`config.mk`:
```
export PLATFORM = sky130hd
export DESIGN_NAME = ym3438_dac_accum
export DESIGN_NICKNAME = d
export VERILOG_FILES = /design/src/rtl/ym3438_dac_pkg.sv /design/src/rtl/ym3438_dac_acc_ch.sv /design/src/rtl/ym3438_dac_accum.sv
export SDC_FILE = /design/constraint.sdc
export NUM_CORES = 1
export LEC_CHECK = 0
export CAP_MARGIN = 20
export CORE_AREA = 5 5 121 123
export DETAILED_ROUTE_END_ITERATION = 8
export DIE_AREA = 0 0 126 128
export GPL_TIMING_DRIVEN = 1
export PLACE_DENSITY = 0.65
export SLEW_MARGIN = 20
export SYNTH_ARGS = -nofsm -noshare
export SYNTH_HDL_FRONTEND = slang
export SYNTH_HIERARCHICAL = 1
export SYNTH_SLANG_ARGS = --single-unit
```
`constraint.sdc`:
```
create_clock -name MCLK -period 3.2 [get_ports MCLK]
set_clock_uncertainty 0.2 [all_clocks]
set_input_delay 0.48 -clock MCLK [delete_from_list [all_inputs] [get_ports MCLK]]
set_output_delay 0.48 -clock MCLK [all_outputs]
set_load 0.005 [all_outputs]
```
`src/rtl/ym3438_dac_pkg.sv`:
```
// Shared constants and types for the YM3438 DAC accumulator.
package ym3438_dac_pkg;
  localparam logic [8:0] DAC_ZERO = 9'h100;
  localparam int ACC_W = 14;
  localparam int PCM_W = 16;
  localparam int CNT_W = 5;

  typedef enum logic {
    SYNC_WAIT = 1'b0,
    ACCUM     = 1'b1
  } dac_state_e;

  typedef struct packed {
    logic signed [PCM_W-1:0] l;
    logic signed [PCM_W-1:0] r;
  } pcm_sample_t;
endpackage

```
`src/rtl/ym3438_dac_acc_ch.sv`:
```
// One DAC channel: offset-binary conversion, slot accumulator, and an
// optional one-pole smoothing filter (enabled by YM3438_DAC_LPF_EN).
module ym3438_dac_acc_ch
  import ym3438_dac_pkg::*;
(
  input  logic                    MCLK,
  input  logic                    IC,
`ifdef YM3438_DAC_LPF_EN
  input  logic                    fin,
`endif
  input  logic                    load,
  input  logic                    add,
  input  logic [8:0]              mo,
  output logic signed [PCM_W-1:0] pcm
);
  logic signed [9:0]       conv;
  logic signed [ACC_W-1:0] conv_ext;
  logic signed [ACC_W-1:0] acc_q;
  logic signed [PCM_W-1:0] pcm_x;

  assign conv     = $signed({1'b0, mo}) - $signed({1'b0, DAC_ZERO});
  assign conv_ext = {{(ACC_W-10){conv[9]}}, conv};
  // Sum fits in 14 bits for a full period, so the <<2 never overflows 16 bits.
  assign pcm_x    = {acc_q, 2'b00};

  // Accumulator: a sync slot restarts the sum, other slots add to it.
  always_ff @(posedge MCLK or negedge IC) begin
    if (!IC)       acc_q <= '0;
    else if (load) acc_q <= conv_ext;
    else if (add)  acc_q <= acc_q + conv_ext;
  end

`ifdef YM3438_DAC_LPF_EN
  logic signed [17:0] y_q, y_d, diff;

  assign diff = {{2{pcm_x[PCM_W-1]}}, pcm_x} - y_q;
  assign y_d  = y_q + (diff >>> 2);
  assign pcm  = y_d[PCM_W-1:0];

  // Filter state advances once per finished period.
  always_ff @(posedge MCLK or negedge IC) begin
    if (!IC)      y_q <= '0;
    else if (fin) y_q <= y_d;
  end
`else
  assign pcm = pcm_x;
`endif
endmodule

```
`src/rtl/ym3438_dac_accum.sv`:
```
// YM3438 DAC accumulator: sums per-slot channel outputs over a sample period
// into 16-bit PCM and buffers {l,r} in a small FIFO.
// Optional output filter: define YM3438_DAC_LPF_EN.
module ym3438_dac_accum
  import ym3438_dac_pkg::*;
#(
  parameter int SLOTS      = 24,
  parameter int FIFO_DEPTH = 2
) (
  input  logic                    MCLK,
  input  logic                    IC,
  input  logic                    slot_en,
  input  logic                    sample_sync,
  input  logic [8:0]              MOL,
  input  logic [8:0]              MOR,
  input  logic                    pcm_ready,
  input  logic                    clr_flags,
  output logic                    pcm_valid,
  output logic signed [PCM_W-1:0] pcm_l,
  output logic signed [PCM_W-1:0] pcm_r,
  output logic                    slot_err,
  output logic                    ovf
);
  localparam int PTR_W = (FIFO_DEPTH > 1) ? $clog2(FIFO_DEPTH) : 1;
  localparam int OCC_W = $clog2(FIFO_DEPTH + 1);
  localparam logic [CNT_W-1:0] SLOTS_C = CNT_W'(SLOTS);

  dac_state_e state_q, state_d;
  logic load, add, fin;
  logic [CNT_W-1:0] cnt_q;
  logic signed [PCM_W-1:0] ch_l, ch_r;

  pcm_sample_t mem [FIFO_DEPTH];
  logic [PTR_W-1:0] rd_ptr, wr_ptr;
  logic [OCC_W-1:0] occ;
  logic full, pop, push_ok;

  function automatic logic [PTR_W-1:0] ptr_inc(input logic [PTR_W-1:0] p);
    return (p == PTR_W'(FIFO_DEPTH - 1)) ? '0 : p + 1'b1;
  endfunction

  // State register.
  always_ff @(posedge MCLK or negedge IC) begin
    if (!IC) state_q <= SYNC_WAIT;
    else     state_q <= state_d;
  end

  // Slot decode: sync restarts a period, and in ACCUM also closes the old one.
  always_comb begin
    state_d = state_q;
    load    = 1'b0;
    add     = 1'b0;
    fin     = 1'b0;
    if (slot_en) begin
      case (state_q)
        SYNC_WAIT: if (sample_sync) begin
          load    = 1'b1;
          state_d = ACCUM;
        end
        ACCUM: if (sample_sync) begin
          load = 1'b1;
          fin  = 1'b1;
        end else begin
          add = 1'b1;
        end
        default: state_d = SYNC_WAIT;
      endcase
    end
  end

  // Slot counter, saturating so a runaway period still flags as wrong length.
  always_ff @(posedge MCLK or negedge IC) begin
    if (!IC)                     cnt_q <= '0;
    else if (load)               cnt_q <= CNT_W'(1);
    else if (add && cnt_q != '1) cnt_q <= cnt_q + 1'b1;
  end

  ym3438_dac_acc_ch u_ch_l (
    .MCLK (MCLK),
    .IC   (IC),
`ifdef YM3438_DAC_LPF_EN
    .fin  (fin),
`endif
    .load (load),
    .add  (add),
    .mo   (MOL),
    .pcm  (ch_l)
  );

  ym3438_dac_acc_ch u_ch_r (
    .MCLK (MCLK),
    .IC   (IC),
`ifdef YM3438_DAC_LPF_EN
    .fin  (fin),
`endif
    .load (load),
    .add  (add),
    .mo   (MOR),
    .pcm  (ch_r)
  );

  assign full      = (occ == OCC_W'(FIFO_DEPTH));
  assign pcm_valid = (occ != '0);
  assign pop       = pcm_valid & pcm_ready;
  // A full FIFO still accepts a push when the head leaves in the same cycle.
  assign push_ok   = fin & (~full | pop);
  assign pcm_l     = mem[rd_ptr].l;
  assign pcm_r     = mem[rd_ptr].r;

  // Output FIFO storage and pointers.
  always_ff @(posedge MCLK or negedge IC) begin
    if (!IC) begin
      for (int i = 0; i < FIFO_DEPTH; i++) mem[i] <= '0;
      rd_ptr <= '0;
      wr_ptr <= '0;
      occ    <= '0;
    end else begin
      if (push_ok) begin
        mem[wr_ptr] <= '{l: ch_l, r: ch_r};
        wr_ptr      <= ptr_inc(wr_ptr);
      end
      if (pop) rd_ptr <= ptr_inc(rd_ptr);
      case ({push_ok, pop})
        2'b10:   occ <= occ + OCC_W'(1);
        2'b01:   occ <= occ - OCC_W'(1);
        default: occ <= occ;
      endcase
    end
  end

  // Sticky flags; a new event beats a same-cycle clear.
  always_ff @(posedge MCLK or negedge IC) begin
    if (!IC) begin
      slot_err <= 1'b0;
      ovf      <= 1'b0;
    end else begin
      if (fin && cnt_q != SLOTS_C) slot_err <= 1'b1;
      else if (clr_flags)          slot_err <= 1'b0;
      if (fin && full && !pop)     ovf <= 1'b1;
      else if (clr_flags)          ovf <= 1'b0;
    end
  end
endmodule

```
==> results of run 1 <==
-- kinds of logic after synthesis --
logic type | after synthesis
AO/OA/AOI/OAI | 112
XOR/XNOR | 18
adder cells (fa/ha/maj) | 31
buffers and inverters | 41
flip-flops | 104
multiplexers | 115
other | 2
AND/OR/NAND/NOR | 97
-- synthesized netlist by cell type (all sizes together) (3+ instances only) --
cell type	n
inv	18
clkbuf	9
a21o	12
nor3	5
xnor2	12
mux2i	13
o21ai	32
o21a	8
and3	4
or2	5
xor2	6
nor2b	4
ha	29
nor2	20
nand2	34
o21bai	5
or3	3
dfrtp	104
buf	12
mux2	102
nand3	7
a21oi	22
a211oi	6
-- path summary, 6_finish.rpt --
path                                      start               to  slack (ns)  depth (start not counted)
worst min register to register          mem[37]          mem[37]        0.28                          1
worst max-delay path                     MOL[0]  u_ch_l/acc_q[6]        0.27                          9
min in group asynchronous                    IC  u_ch_l/acc_q[1]        0.49                          2
worst min-delay path                    mem[37]          mem[37]        0.28                          1
worst max register to register  u_ch_l/acc_q[0]  u_ch_l/acc_q[6]        0.41                          8
max in group asynchronous                    IC  u_ch_r/acc_q[0]        1.60                          3
-- layer usage --
metal | vias up | track usage [%] | wire (um)
li1 | 2030 | - | -
met1 | 2083 | 19.76 | 5678
met2 | 67 | 27.92 | 6258
met3 | 16 | 3.750 | 422
met4 | 0 | 5.237 | 193
met5 | - | 0 | 0
-- final cells by class --
| cell class | count | area [sq um] | share of cell area (%) |
|---|---|---|---|
| Multi-Input combinational cell | 377 | 3114 | 43.95 |
| Sequential cell | 104 | 2603 | 36.73 |
| Timing Repair Buffer | 81 | 790.8 | 11.16 |
| Clock buffer | 13 | 270.3 | 3.814 |
| Tap cell | 180 | 225.2 | 3.179 |
| Inverter | 18 | 67.56 | 0.9536 |
| Clock inverter | 3 | 15.01 | 0.2119 |
-- through the flow --
stage               instance area, sq um  setup TNS (ns)
finish                              7086               0
global route                        7086               0
CTS                                 7086               0
detailed placement                  6790         -0.1064
global placement                    6790        -0.01072
floorplan                           5936               0
-- report_power, final --
group / internal [mW] / switching (mW) / leakage [nW]
sequential: 1.85 / 0.348 / 1.23
combinational: 1.66 / 1.12 / 1.72
clock: 0.588 / 0.464 / 0.145
total: 4.10 / 1.93 / 3.09
-- state kept, by name, indices dropped and copies added, names as in the netlist, 2 cells and up --
register      flops
cnt_q             5
mem              64
occ               2
u_ch_l/acc_q     14
u_ch_r/acc_q     14
-- worst max-delay path, delay by kind of cell --
kind            cells  cell delay, ns
mux                 2            0.53
xor+xnor            1            0.15
compound gates      3            0.69
buf+inv             1            0.43
fa+ha+maj           2            0.68
==> metrics.txt, run 1 <==
All-Layer GR Usage=16.05%; effective utilization at floorplan=between 40% and 50%; Vias/cell=around 5.4; Mapped Cells=520; CP most frequent cell=mux2_2; CP Cell Sequence=clkdlybuf4s50_1 > ha_1 > fa_1 > a211o_1 > a21oi_1 > o21bai_1 > xor2_1 > mux2_2 > mux2_2; Fmax achieved=341.7 MHz; Place WS=-0.05546 ns; status=completed; Synth Area in Simple Gates=~8.7%; Max-slew headroom=between 40% and 50%; root buf cell=clkbuf_16; Die H=128 um; cts bufs inserted=9; CTS max path bufs=2; clock sinks=between 100 and 150; Overflow after GRT=0; share of Yosys cell area claimed by the top area cell type=between 40% and 50%; residual DRC count=0; worst setup margin=0.2735 ns; FP Rows=43; Final Hold Violating Endpoints=0; port buffer count=58; Hold Slack=~0.28 ns; crit path DAT=2.96 ns; async set or reset register ratio after synthesis=100.0%; hpwl dp=slightly above 9000 um; post-synthesis sequential area ratio=between 40% and 50%; Distinct cells, synth=a little over 60; Slowest Stage Delay on Critical Path=roughly 0.44 ns; clock latency at the later pin of the worst-skew pair=roughly 0.34 ns; antenna viol nets, final=0; Tcrit/Tclk final=between 90% and 100%; placed cell count=roughly 760; max-cap violation count=0; drt first pass iters=6; xor and xnor area share after synthesis=under 10%; H-tree levels=3; Static Leak=3.093 nW; minimum clock period=roughly 2.9 ns; adder-cell area share of the yosys netlist=6.796%; Avg Inst Size Synth=between 10 and 15 sq um; first-pass GRT wire length=21090 um; layout cells sized above 1=between 15 and 20%; largest family of logic cells by synthesized area=multiplexers; Area growth syn-to-layout=19.52%; crit path max-delay cell type=fa_1; Yosys reg bits=approximately 100; setup repair bufs after CTS=0; Final setup viols=0; Critical Path RT=roughly 3.2 ns; RePlAce Congestion=~0.88; total power=6.035 mW; maximum vdd drop=approximately 0.43 mV; NumNets Final=approximately 650; die width=about 130 um; largest net degree at the start of global routing=56; clk slew on worst S/H paths=0.06 ns; CTS tree=yes; cts hold-fix bufs=1; most common cell after layout, fill and taps aside=dfrtp_1; Critical Path End Type=register; Util after Layout=between 50% and 60%; num ports=about 60; Netlist Area Pre-Place=roughly 5900 sq um; most frequent cells in the layout=dfrtp_1 (104), mux2_1 (59), clkdlybuf4s50_1 (57); CTS resizes=0; Post-synth EDFFs=0; die area=16130 sq um; initial antenna violation count=0; routed length per placed instance=~16 um; mux cell area share after synthesis=a little over a fifth; crit path launch type=input pin; Ant. Diodes=0; RSZ-0062 raised after global routing=false; Compound-Gate Fraction of Synth Area=roughly an eighth; top_reg_cell synth=dfrtp_1; Max FO, Critical Path=3; slew at the pin closest to its max-slew limit=between 0.7 and 0.8 ns; most area-consuming cells after synthesis=dfrtp_1 (44%), mux2_1 (11%), mux2_2 (7.8%), ha_1 (6.1%), o21ai_0 (2.4%); vias in the first global route=between 4000 and 5000; DRC violation total after the first TritonRoute iteration=~250; Total Wirelength=12550 um; Max Slew Vio Count=0; Synth warnings=6; Finished Layout Cells=776; Pwr Density=between 800 and 900 nW/um^2; Core ar.=13560 sq um; Yosys top cell by area=dfrtp_1; DR vias=about 4200; kind of critical path=input pin to register; Filler cells=about 1200; min-delay worst type=register to register
(Power assumes the default switching activity.)
==> run 2, diff against run 1 <==
==> constraint.sdc (replaced) <==
create_clock -name MCLK -period 3.2 [get_ports MCLK]
set_clock_uncertainty 0.2 [all_clocks]
set_input_delay 0.48 -clock MCLK [delete_from_list [all_inputs] [get_ports MCLK]]
set_output_delay 0.48 -clock MCLK [all_outputs]
set_load 0.01 [all_outputs]
==> results of run 2 <==
The final DEF is identical to that of run 1. Status: completed.
Among the figures that moved: total power 6.035 mW -> 6.161 mW; worst IR drop on VDD 0.4328 mV -> 0.4485 mV
